### src/rtl/eeprom_access_arbiter_if.sv
// ---------------------------------------------------------------------------
// eeprom_access_arbiter_if
//   Bundles the two requester channels, the response signals and the EEPROM
//   byte-port command/result signals of eeprom_access_arbiter.
//
// Handshake semantics (one place, applies to every channel below):
//   * reqN is a level: the requester holds it (with weN/addrN/wdataN stable)
//     until ackN pulses for one cycle. The command fields are sampled only in
//     the cycle the arbiter grants.
//   * errN and rdata are meaningful in the ackN cycle; rdata then holds until
//     the next ack.
//   * eep_enable is a one-cycle command strobe. eep_valid=1 means the EEPROM
//     port is idle / has a result; it falls to accept a command and rises
//     again with eep_rdata valid.
//
// Modports
//   slave  : arbiter side (requests and EEPROM results in, responses and
//            EEPROM commands out)
//   master : environment side (requesters plus EEPROM byte port)
// ---------------------------------------------------------------------------
interface eeprom_access_arbiter_if;
  logic        req0;
  logic        req1;
  logic        we0;
  logic        we1;
  logic [15:0] addr0;
  logic [15:0] addr1;
  logic [7:0]  wdata0;
  logic [7:0]  wdata1;
  logic        ack0;
  logic        ack1;
  logic        err0;
  logic        err1;
  logic [7:0]  rdata;
  logic        eep_enable;
  logic        eep_wr;
  logic [15:0] eep_addr;
  logic [7:0]  eep_wdata;
  logic        eep_valid;
  logic [7:0]  eep_rdata;

  modport slave (
    input  req0, req1, we0, we1, addr0, addr1, wdata0, wdata1,
    input  eep_valid, eep_rdata,
    output ack0, ack1, err0, err1, rdata,
    output eep_enable, eep_wr, eep_addr, eep_wdata
  );

  modport master (
    output req0, req1, we0, we1, addr0, addr1, wdata0, wdata1,
    output eep_valid, eep_rdata,
    input  ack0, ack1, err0, err1, rdata,
    input  eep_enable, eep_wr, eep_addr, eep_wdata
  );
endinterface

### src/rtl/eeprom_access_arbiter.sv
// ---------------------------------------------------------------------------
// eeprom_access_arbiter
//   Shares one EEPROM byte port between two requesters. A round-robin grant
//   picks a requester when the port is idle, its command is latched and
//   strobed once, the arbiter waits for the port to go busy and then ready
//   again, captures the result byte and pulses the winner's ack.
//
// Parameters
//   TIMEOUT_CYC : max cycles to wait in WAIT_DONE for eep_valid to rise
//   ISSUE_CYC   : max cycles to wait in WAIT_BUSY for eep_valid to fall
//
// Ports
//   clk       : system clock, posedge
//   rst_n     : asynchronous active-low reset
//   bus       : eeprom_access_arbiter_if.slave (requesters + EEPROM port)
//   state_dbg : current FSM state encoding (IDLE=0 ISSUE=1 WAIT_BUSY=2
//               WAIT_DONE=3 RESP=4)
//
// Build option
//   EEP_ARB_TIMEOUT_EN : when defined, WAIT_BUSY/WAIT_DONE give up after
//   ISSUE_CYC/TIMEOUT_CYC cycles and answer with err=1. When undefined they
//   wait forever, err0/err1 are constant 0 and no counter exists.
// ---------------------------------------------------------------------------
module eeprom_access_arbiter #(
  parameter int unsigned TIMEOUT_CYC = 2_500_000,
  parameter int unsigned ISSUE_CYC   = 8
) (
  input  logic                          clk,
  input  logic                          rst_n,
  eeprom_access_arbiter_if.slave        bus,
  output logic [2:0]                    state_dbg
);

  typedef enum logic [2:0] {
    S_IDLE      = 3'd0,
    S_ISSUE     = 3'd1,
    S_WAIT_BUSY = 3'd2,
    S_WAIT_DONE = 3'd3,
    S_RESP      = 3'd4
  } state_t;

  state_t      state;
  state_t      state_nxt;

  logic        gnt;        // requester owning the current transaction
  logic        last_gnt;   // requester granted most recently
  logic        pick;       // requester that would win this cycle
  logic        grant_now;
  logic        busy_to;    // WAIT_BUSY limit reached this cycle
  logic        done_to;    // WAIT_DONE limit reached this cycle
  logic        err_q;

  logic        eep_wr_q;
  logic [15:0] eep_addr_q;
  logic [7:0]  eep_wdata_q;
  logic [7:0]  rdata_q;

  // Round-robin: a lone requester wins; on a tie the one not served last wins.
  always_comb begin
    pick = 1'b0;
    if (bus.req0 && bus.req1) pick = ~last_gnt;
    else if (bus.req1)        pick = 1'b1;
  end

  assign grant_now = (state == S_IDLE) && bus.eep_valid && (bus.req0 || bus.req1);

`ifdef EEP_ARB_TIMEOUT_EN
  localparam logic [31:0] ISSUE_LIM   = (ISSUE_CYC == 0)   ? 32'd0 : 32'(ISSUE_CYC - 1);
  localparam logic [31:0] TIMEOUT_LIM = (TIMEOUT_CYC == 0) ? 32'd0 : 32'(TIMEOUT_CYC - 1);

  logic [31:0] cnt;

  // cnt holds the number of full cycles already spent in the current state,
  // so the limit compare fires in the last allowed cycle.
  assign busy_to = (cnt >= ISSUE_LIM);
  assign done_to = (cnt >= TIMEOUT_LIM);

  always_ff @(posedge clk or negedge rst_n) begin
    if (!rst_n) begin
      cnt <= 32'd0;
    end else if (state_nxt != state) begin
      cnt <= 32'd0;
    end else if (cnt != 32'hFFFF_FFFF) begin
      cnt <= cnt + 32'd1;
    end
  end

  always_ff @(posedge clk or negedge rst_n) begin
    if (!rst_n) begin
      err_q <= 1'b0;
    end else if (grant_now) begin
      err_q <= 1'b0;
    end else if ((state == S_WAIT_BUSY &&  bus.eep_valid && busy_to) ||
                 (state == S_WAIT_DONE && !bus.eep_valid && done_to)) begin
      err_q <= 1'b1;
    end
  end
`else
  assign busy_to = 1'b0;
  assign done_to = 1'b0;
  assign err_q   = 1'b0;

  // Limits only matter with timeouts enabled; an empty block keeps the
  // parameters referenced in this build.
  if (TIMEOUT_CYC == 0 || ISSUE_CYC == 0) begin : g_no_limits
  end
`endif

  // State register
  always_ff @(posedge clk or negedge rst_n) begin
    if (!rst_n) state <= S_IDLE;
    else        state <= state_nxt;
  end

  // Next-state logic
  always_comb begin
    state_nxt = state;
    case (state)
      S_IDLE:      if (grant_now) state_nxt = S_ISSUE;
      S_ISSUE:     state_nxt = S_WAIT_BUSY;
      S_WAIT_BUSY: begin
        if (!bus.eep_valid) state_nxt = S_WAIT_DONE;
        else if (busy_to)   state_nxt = S_RESP;
      end
      S_WAIT_DONE: begin
        if (bus.eep_valid)  state_nxt = S_RESP;
        else if (done_to)   state_nxt = S_RESP;
      end
      S_RESP:      state_nxt = S_IDLE;
      default:     state_nxt = S_IDLE;
    endcase
  end

  // Command latch, result capture and round-robin pointer.
  // Command fields stay put from grant until the next grant.
  always_ff @(posedge clk or negedge rst_n) begin
    if (!rst_n) begin
      gnt         <= 1'b0;
      last_gnt    <= 1'b1;
      eep_wr_q    <= 1'b0;
      eep_addr_q  <= 16'd0;
      eep_wdata_q <= 8'd0;
      rdata_q     <= 8'd0;
    end else begin
      if (grant_now) begin
        gnt         <= pick;
        eep_wr_q    <= pick ? bus.we1    : bus.we0;
        eep_addr_q  <= pick ? bus.addr1  : bus.addr0;
        eep_wdata_q <= pick ? bus.wdata1 : bus.wdata0;
      end
      if (state == S_WAIT_DONE && bus.eep_valid) rdata_q <= bus.eep_rdata;
      if (state == S_RESP) last_gnt <= gnt;
    end
  end

  // Output logic
  always_comb begin
    bus.eep_enable = (state == S_ISSUE);
    bus.ack0       = (state == S_RESP) && !gnt;
    bus.ack1       = (state == S_RESP) &&  gnt;
    bus.err0       = (state == S_RESP) && !gnt && err_q;
    bus.err1       = (state == S_RESP) &&  gnt && err_q;
  end

  assign bus.eep_wr    = eep_wr_q;
  assign bus.eep_addr  = eep_addr_q;
  assign bus.eep_wdata = eep_wdata_q;
  assign bus.rdata     = rdata_q;
  assign state_dbg     = state;

endmodule

### src/flat_wrapper.sv
// flat-port wrapper written by rule: the top's interface ports become plain ports
module eeprom_access_arbiter_flat 
#(
  parameter int unsigned TIMEOUT_CYC = 2_500_000,
  parameter int unsigned ISSUE_CYC   = 8
)
  (clk, rst_n, state_dbg, bus_req0, bus_req1, bus_we0, bus_we1, bus_addr0, bus_addr1, bus_wdata0, bus_wdata1, bus_eep_valid, bus_eep_rdata, bus_ack0, bus_ack1, bus_err0, bus_err1, bus_rdata, bus_eep_enable, bus_eep_wr, bus_eep_addr, bus_eep_wdata);
  eeprom_access_arbiter_if bus_i ();
  input  logic clk;
  input  logic rst_n;
  output logic [2:0] state_dbg;
  input wire logic [$bits(bus_i.req0)-1:0] bus_req0;
  input wire logic [$bits(bus_i.req1)-1:0] bus_req1;
  input wire logic [$bits(bus_i.we0)-1:0] bus_we0;
  input wire logic [$bits(bus_i.we1)-1:0] bus_we1;
  input wire logic [$bits(bus_i.addr0)-1:0] bus_addr0;
  input wire logic [$bits(bus_i.addr1)-1:0] bus_addr1;
  input wire logic [$bits(bus_i.wdata0)-1:0] bus_wdata0;
  input wire logic [$bits(bus_i.wdata1)-1:0] bus_wdata1;
  input wire logic [$bits(bus_i.eep_valid)-1:0] bus_eep_valid;
  input wire logic [$bits(bus_i.eep_rdata)-1:0] bus_eep_rdata;
  output wire logic [$bits(bus_i.ack0)-1:0] bus_ack0;
  output wire logic [$bits(bus_i.ack1)-1:0] bus_ack1;
  output wire logic [$bits(bus_i.err0)-1:0] bus_err0;
  output wire logic [$bits(bus_i.err1)-1:0] bus_err1;
  output wire logic [$bits(bus_i.rdata)-1:0] bus_rdata;
  output wire logic [$bits(bus_i.eep_enable)-1:0] bus_eep_enable;
  output wire logic [$bits(bus_i.eep_wr)-1:0] bus_eep_wr;
  output wire logic [$bits(bus_i.eep_addr)-1:0] bus_eep_addr;
  output wire logic [$bits(bus_i.eep_wdata)-1:0] bus_eep_wdata;
  assign bus_i.req0 = bus_req0;
  assign bus_i.req1 = bus_req1;
  assign bus_i.we0 = bus_we0;
  assign bus_i.we1 = bus_we1;
  assign bus_i.addr0 = bus_addr0;
  assign bus_i.addr1 = bus_addr1;
  assign bus_i.wdata0 = bus_wdata0;
  assign bus_i.wdata1 = bus_wdata1;
  assign bus_i.eep_valid = bus_eep_valid;
  assign bus_i.eep_rdata = bus_eep_rdata;
  assign bus_ack0 = bus_i.ack0;
  assign bus_ack1 = bus_i.ack1;
  assign bus_err0 = bus_i.err0;
  assign bus_err1 = bus_i.err1;
  assign bus_rdata = bus_i.rdata;
  assign bus_eep_enable = bus_i.eep_enable;
  assign bus_eep_wr = bus_i.eep_wr;
  assign bus_eep_addr = bus_i.eep_addr;
  assign bus_eep_wdata = bus_i.eep_wdata;
  eeprom_access_arbiter #(.TIMEOUT_CYC(TIMEOUT_CYC), .ISSUE_CYC(ISSUE_CYC)) u_core (.clk(clk), .rst_n(rst_n), .bus(bus_i), .state_dbg(state_dbg));
endmodule
### config.mk
export PLATFORM = sky130hd
export DESIGN_NAME = eeprom_access_arbiter_flat
export DESIGN_NICKNAME = d
export VERILOG_FILES = /design/src/rtl/eeprom_access_arbiter_if.sv /design/src/rtl/eeprom_access_arbiter.sv /design/src/flat_wrapper.sv
export SDC_FILE = /design/constraint.sdc
export NUM_CORES = 1
export LEC_CHECK = 0
export ABC_AREA = 1
export BUFFER_PORTS_ARGS = -buffer_cell sky130_fd_sc_hd__buf_4
export CORE_ASPECT_RATIO = 0.5
export CORE_MARGIN = 1.5
export CORE_UTILIZATION = 30
export CTS_BUF_LIST = sky130_fd_sc_hd__clkbuf_16
export DETAILED_ROUTE_END_ITERATION = 10
export GPL_ROUTABILITY_DRIVEN = 0
export PLACE_DENSITY_LB_ADDON = 0.3
export SETUP_SLACK_MARGIN = 0.3
export SLEW_MARGIN = 20
export SYNTH_ARGS = -nofsm -noshare
export SYNTH_HDL_FRONTEND = slang
export SYNTH_SLANG_ARGS = --single-unit
### constraint.sdc
create_clock -name clk -period 1.6 [get_ports clk]
set_input_delay 0.24 -clock clk [delete_from_list [all_inputs] [get_ports clk]]
set_output_delay 0.24 -clock clk [all_outputs]
set_load 0.05 [all_outputs]
==> metrics.cfg, run 1 <==
[status]
status=complete, no violations

[worst_setup_path]
crit_family=flip-flops
regToRegSetupSlack_ns=0.20
crit_arrival_ns=1.20
max_stage_delay_ns=0.52
critPathSlowestCell=dfrtp_4
setup.worst_path.class=reg2out
cp_cell_sequence=nor2_4, nand2_2, clkinvlp_4, buf_8
path_max_fanout=5
startpoint_type=register
endpoint_kind=primary output
worstPathRequired_ns=1.36
path_buf_inv=2

[logic_synthesis]
yosysTopAreaCellShare_pct=45.43
synthTopCellsByArea=dfrtp_1, nand2_1, nand2_2
yosys_warnings=0
synth_cell_types=22
synth_top_area_cell=dfrtp_1
yosys_register_bits=38
netlist_instances=259
avgSynthCellArea_um2=7.870
synth.cell_area_um2=2038
ys_seq_area_share_pct=46.72

[power_and_ir_drop]
ir_drop_v=0.0009260
p_leak_nw=1.898
p_per_area_nw_per_um2=2012
finalPower_mw=6.824

[grt]
grt_start_max_net_pins=39
grt_pass1_vias=1908
track_usage_pct=15.57
grt_first_pass_wirelength_mm=8.928
antenna_found_initial=0
overflow=0

[timing]
setup_tns_ns=0
fin_hold_ws_ns=0.1661
min_period_over_period_pct=90.05
fin_ws_ns=0.1592
final-setup-viol-count=0
clock.fmax_mhz=694.0
slew_viol_final=0
finalHoldViolations=0
fin_crit_ns=1.441
finClkSkew_ns=0.006618
rsz0062_at_grt=yes

[clock_network]
h-tree-depth=2
clkLatencyLatePin_ns=0.28
cts_made_buffers=5
cts_buffer_depth=2
clock_sinks=38
root_buffer=clkbuf_16
cts_tree=done
clk_pin_slew_ns=0.05

[drt]
drc_errors=0
ant_nets=0
vias=2071
routed_via_density=4.483
initialDrtViolationCount=65
dr.pass1.iters=4
drt_wl_total_mm=5.999
wire_per_inst_um=12.98

[finish]
fill_cells=580
layoutNonFillerInstCount=462
layout_commonest_cell=buf_4
multi_input_area_um2=1185
diodes=0
fin_nets=436
final_cell_mix=buf_4, nand2_1, nand2_2
drive_gt1_share_pct=54.81
synthToLayoutAreaGrowth_pct=66.36
seq_area_um2=958.4

[floorplan]
fp.dieH_um=61.29
io_pins=104
initial_utilization_pct=32.32
die_x_um=119.6
dieArea_um2=7328
fp-row-count=20
core_area_um2=6306

[placement]
pre_cts_ws_ns=0.2740
placed_cells=438
hpwl_mm=3.887
port_buffers=101

[min_path]
min_path_type=in2reg

[run]
drv_cap=0

==> final timing paths <==
check,startpoint,cells past startpoint,endpoint
max reg2reg,u_core.state_dbg[0],7,u_core.bus.eep_addr[0]
max in group asynchronous,rst_n,2,u_core.state_dbg[2]
min in group asynchronous,rst_n,2,u_core.bus.rdata[3]
min,bus_eep_rdata[6],3,u_core.bus.rdata[6]
max,u_core.state_dbg[2],4,bus_eep_enable
min reg2reg,u_core.bus.rdata[4],2,u_core.bus.rdata[4]
==> worst register-to-register path, stage by stage, from the launching register on <==
cell and delay [ns]:
dfrtp_2 0.43, buf_6 0.14, nor2_4 0.13, nand2_4 0.09
nor2_4 0.22, clkbuf_16 0.22, nand2_1 0.06, nand2_1 0.05
==> layout make-up <==
type,count,area share [%]
clock buffer,5,3.690
clock inverter,3,0.3690
inverter,6,1.070
multi-input combinational,204,34.94
sequential,38,28.27
tap,88,3.247
timing repair buffer,118,28.41
==> metal layers <==
metal | vias to the layer above | global-route usage [%] | wire length (µm)
met2 | 53 | 28.00 | 3063
met4 | 0 | 3.061 | 22
met5 | - | 0 | 0
li1 | 1040 | - | -
met3 | 2 | 4.537 | 318
met1 | 976 | 19.38 | 2593
==> registers in the layout, summed over array words and instances (netlist names) <==
name / count
u_core.bus.rdata: 8
u_core.bus.eep_wdata: 8
u_core.state_dbg: 3
u_core.bus.eep_addr: 16
u_core.bus.eep_wr: 1
u_core.gnt: 1
u_core.last_gnt: 1
==> per-stage QoR <==
stage	cell area, µm²	util (%)
after global routing	3391	53.77
after floorplan	2092	-
after global placement	2873	45.56
after CTS	3139	49.78
after detailed placement	2873	45.56
final	3391	53.77
==> report_power, final <==
part	switching [mW]	total [mW]	internal (mW)
combinational	2.77	4.17	1.40
sequential	0.325	1.74	1.41
clock	0.359	0.922	0.563
total	3.45	6.82	3.37
==> Yosys cell counts, drive strengths merged <==
cell / instances
buf: 14
a31oi: 1
a211o: 1
conb: 1
nand3: 27
inv: 6
dfstp: 1
o21ai: 12
nand2: 150
dfrtp: 37
nor2: 9
==> logic make-up after synthesis <==
kind of cell | share of synthesized area (%)
AND/OR/NAND/NOR | 42.30
flip-flops | 46.72
buffers and inverters | 7.120
AO/OA/AOI/OAI | 3.684
other | 0.1840
==> timing repair <==
item / 4_1_cts / 5_1_grt
endpoints found under the setup margin: 5 / 32
hold buffers: 1 / 0
buffers inserted: 5 / 5
endpoints found under the hold margin: 37 / 0
resized for setup: 9 / 56
gates cloned: 2 / 3
pin swaps: 5 / 36
(Power assumes the default switching activity.)
==> inputs of run 2 (changes only) <==
clock period = 1.8 ns   (was 1.6 ns; I/O delays follow)
==> run 2 against run 1 <==
Net effect:
- power shrank 14%
- sequential cell count is the same
- cell area shrank 8.7%
- sequential share of layout area grew 2.6 points
- clock power grew 21%
- clock skew shrank 0.0030 ns
- routed wire length shrank 12%
- global-route usage shrank 0.99 points
- setup slack gained 0.18 ns
- hold slack gained 0.034 ns
- critical path type unchanged
- largest cell class unchanged
==> metrics.cfg, run 2 (synthesis results as in run 1) <==
[placement]
port_buffers=101  ; unchanged
hpwl_mm=3.867  ; was 3.887 mm
placed_cells=438  ; unchanged
placed_area_um2=2829  ; was 2873 µm²

[timing]
min_period_over_period_pct=81.41
finClkSkew_ns=0.003632  ; was 0.006618 ns
clock.fmax_mhz=682.4
setup_tns_ns=0  ; unchanged
finalHoldViolations=0  ; unchanged
slew_viol_final=0  ; unchanged
final-setup-viol-count=0  ; unchanged
fin_hold_ws_ns=0.1996  ; was 0.1661 ns
fin_crit_ns=1.465
rsz0062_at_grt=yes  ; unchanged

[clock_network]
clock_sinks=38  ; unchanged
cts_tree=done  ; unchanged
h-tree-depth=2  ; unchanged
root_buffer=clkbuf_16  ; unchanged
clkLatencyLatePin_ns=0.27  ; was 0.28 ns
cts_buffer_depth=2  ; unchanged
cts_made_buffers=5  ; unchanged
clk_pin_slew_ns=0.06  ; was 0.05 ns

[grt]
overflow=0  ; unchanged
track_usage_pct=14.58  ; was 15.57%
grt_start_max_net_pins=39  ; unchanged
grt_pass1_vias=1863  ; was 1908
grt_first_pass_wirelength_mm=8.404  ; was 8.928 mm
antenna_found_initial=0  ; unchanged

[worst_setup_path]
crit_arrival_ns=1.20  ; about the same
startpoint_type=register  ; unchanged
setup.worst_path.class=reg2out  ; unchanged
path_max_fanout=4  ; was 5
worstPathRequired_ns=1.53  ; was 1.36 ns
endpoint_kind=primary output  ; unchanged
crit_start=u_core.state_dbg[0]  ; was u_core.state_dbg[2]
regToRegSetupSlack_ns=0.41  ; was 0.20 ns
rr_startpoint=u_core.state_dbg[2]  ; was u_core.state_dbg[0]

[status]
status=complete, no violations  ; unchanged

[floorplan]
io_pins=104  ; unchanged
die_x_um=119.6  ; unchanged
fp.dieH_um=61.29  ; unchanged
initial_utilization_pct=32.32  ; unchanged
dieArea_um2=7328  ; unchanged
fp-row-count=20  ; unchanged
core_area_um2=6306  ; unchanged

[finish]
diodes=0  ; unchanged
layoutNonFillerInstCount=451  ; was 462
largest_reg_flops=16  ; unchanged
final_core_util_pct=49.09  ; was 53.77%
fin_nets=425  ; was 436
layout_commonest_cell=nand2_1  ; was buf_4
fin_area_um2=3095  ; was 3391 µm²
final_cell_mix=nand2_1, buf_4, dfrtp_1  ; was buf_4, nand2_1, nand2_2
drive_gt1_share_pct=42.98  ; was 54.81%
synthToLayoutAreaGrowth_pct=51.87  ; was 66.36%

[power_and_ir_drop]
p_per_area_nw_per_um2=1892  ; was 2012 nW/µm²
ir_drop_v=0.0009429  ; was 0.0009260 V
p_leak_nw=1.707  ; was 1.898 nW

[drt]
initialDrtViolationCount=53  ; was 65
ant_nets=0  ; unchanged
drc_errors=0  ; unchanged
wire_per_inst_um=11.68  ; was 12.98 µm
dr.pass1.iters=4  ; unchanged
drt_wl_total_mm=5.267  ; was 5.999 mm
vias=1964  ; was 2071
routed_via_density=4.355  ; was 4.483

[min_path]
hp-start=bus_eep_rdata[1]  ; was bus_eep_rdata[6]
min_path_type=in2reg  ; unchanged

[run]
drv_cap=0  ; unchanged

-- run 2: changes by cell type in the layout (fill, tap and decap cells not counted), sizes merged --
cell      previous run  this run
clkinvlp             1         0
clkbuf               8         5
buf                114       108
nand2              152       150
clkinv               2         1
bufinv               0         2
-- run 2: what timing repair did --
action / 4_1_cts / 5_1_grt
pin swaps: 0 / 2
buffers inserted: 1 / 3
setup endpoints to repair: 3 / 7
hold endpoints to repair: 37 / 0
gates resized for setup: 7 / 2
hold buffers: 1 / 0
-- run 2: area by class of cell --
| class | count | area [µm²] |
|---|---|---|
| clock buffers | 5 | 125.1 |
| flip-flops and latches | 38 | 955.9 |
| fillers | 623 | 3211 |
| multi-input cells | 202 | 977.2 |
| well taps | 88 | 110.1 |
| inverters | 6 | 27.53 |
| clock inverters | 3 | 63.81 |
| repair buffers | 109 | 835.8 |
-- run 2: path summary, 6_finish.rpt --
| check | endpoint | cells past startpoint |
|---|---|---|
| min reg2reg | u_core.bus.rdata[6] | 2 |
| min | u_core.bus.rdata[1] | 3 |
| max reg2reg | u_core.bus.eep_wdata[4] | 6 |
| max | bus_ack1 | 4 |
| max in group asynchronous | u_core.state_dbg[2] | 2 |
| min in group asynchronous | u_core.bus.rdata[1] | 2 |
-- run 2: per-stage QoR --
step / setup slack (ns) / power (mW)
final: 0.3346 / 5.858
after global routing: 0.2937 / 6.182
after CTS: 0.2965 / 5.861
after detailed placement: 0.3674 / 4.659
after global placement: 0.4308 / 4.610
after floorplan: 0.3119 / 3.767
-- run 2: where the power goes --
group,internal [mW],leakage (nW),switching [mW]
sequential,1.25,0.474,0.300
combinational,1.00,1.14,2.19
clock,0.789,0.0915,0.328
-- run 2: critical path: stages (launching register included) --
cell,delay (ns)
dfrtp_2,0.45
inv_4,0.10
nand3_4,0.10
nor2_4,0.12
buf_6,0.16
-- run 2: metal layers --
| metal | wire length [µm] | vias to the layer above | track usage [%] | share of wire (%) |
|---|---|---|---|---|
| li1 | - | 1018 | - | - |
| met1 | 2345 | 897 | 18.09 | 45 |
| met2 | 2608 | 47 | 26.68 | 50 |
| met3 | 285 | 2 | 3.981 | 5.4 |
| met4 | 27 | 0 | 2.551 | 0.51 |
| met5 | 0 | - | 0 | 0 |
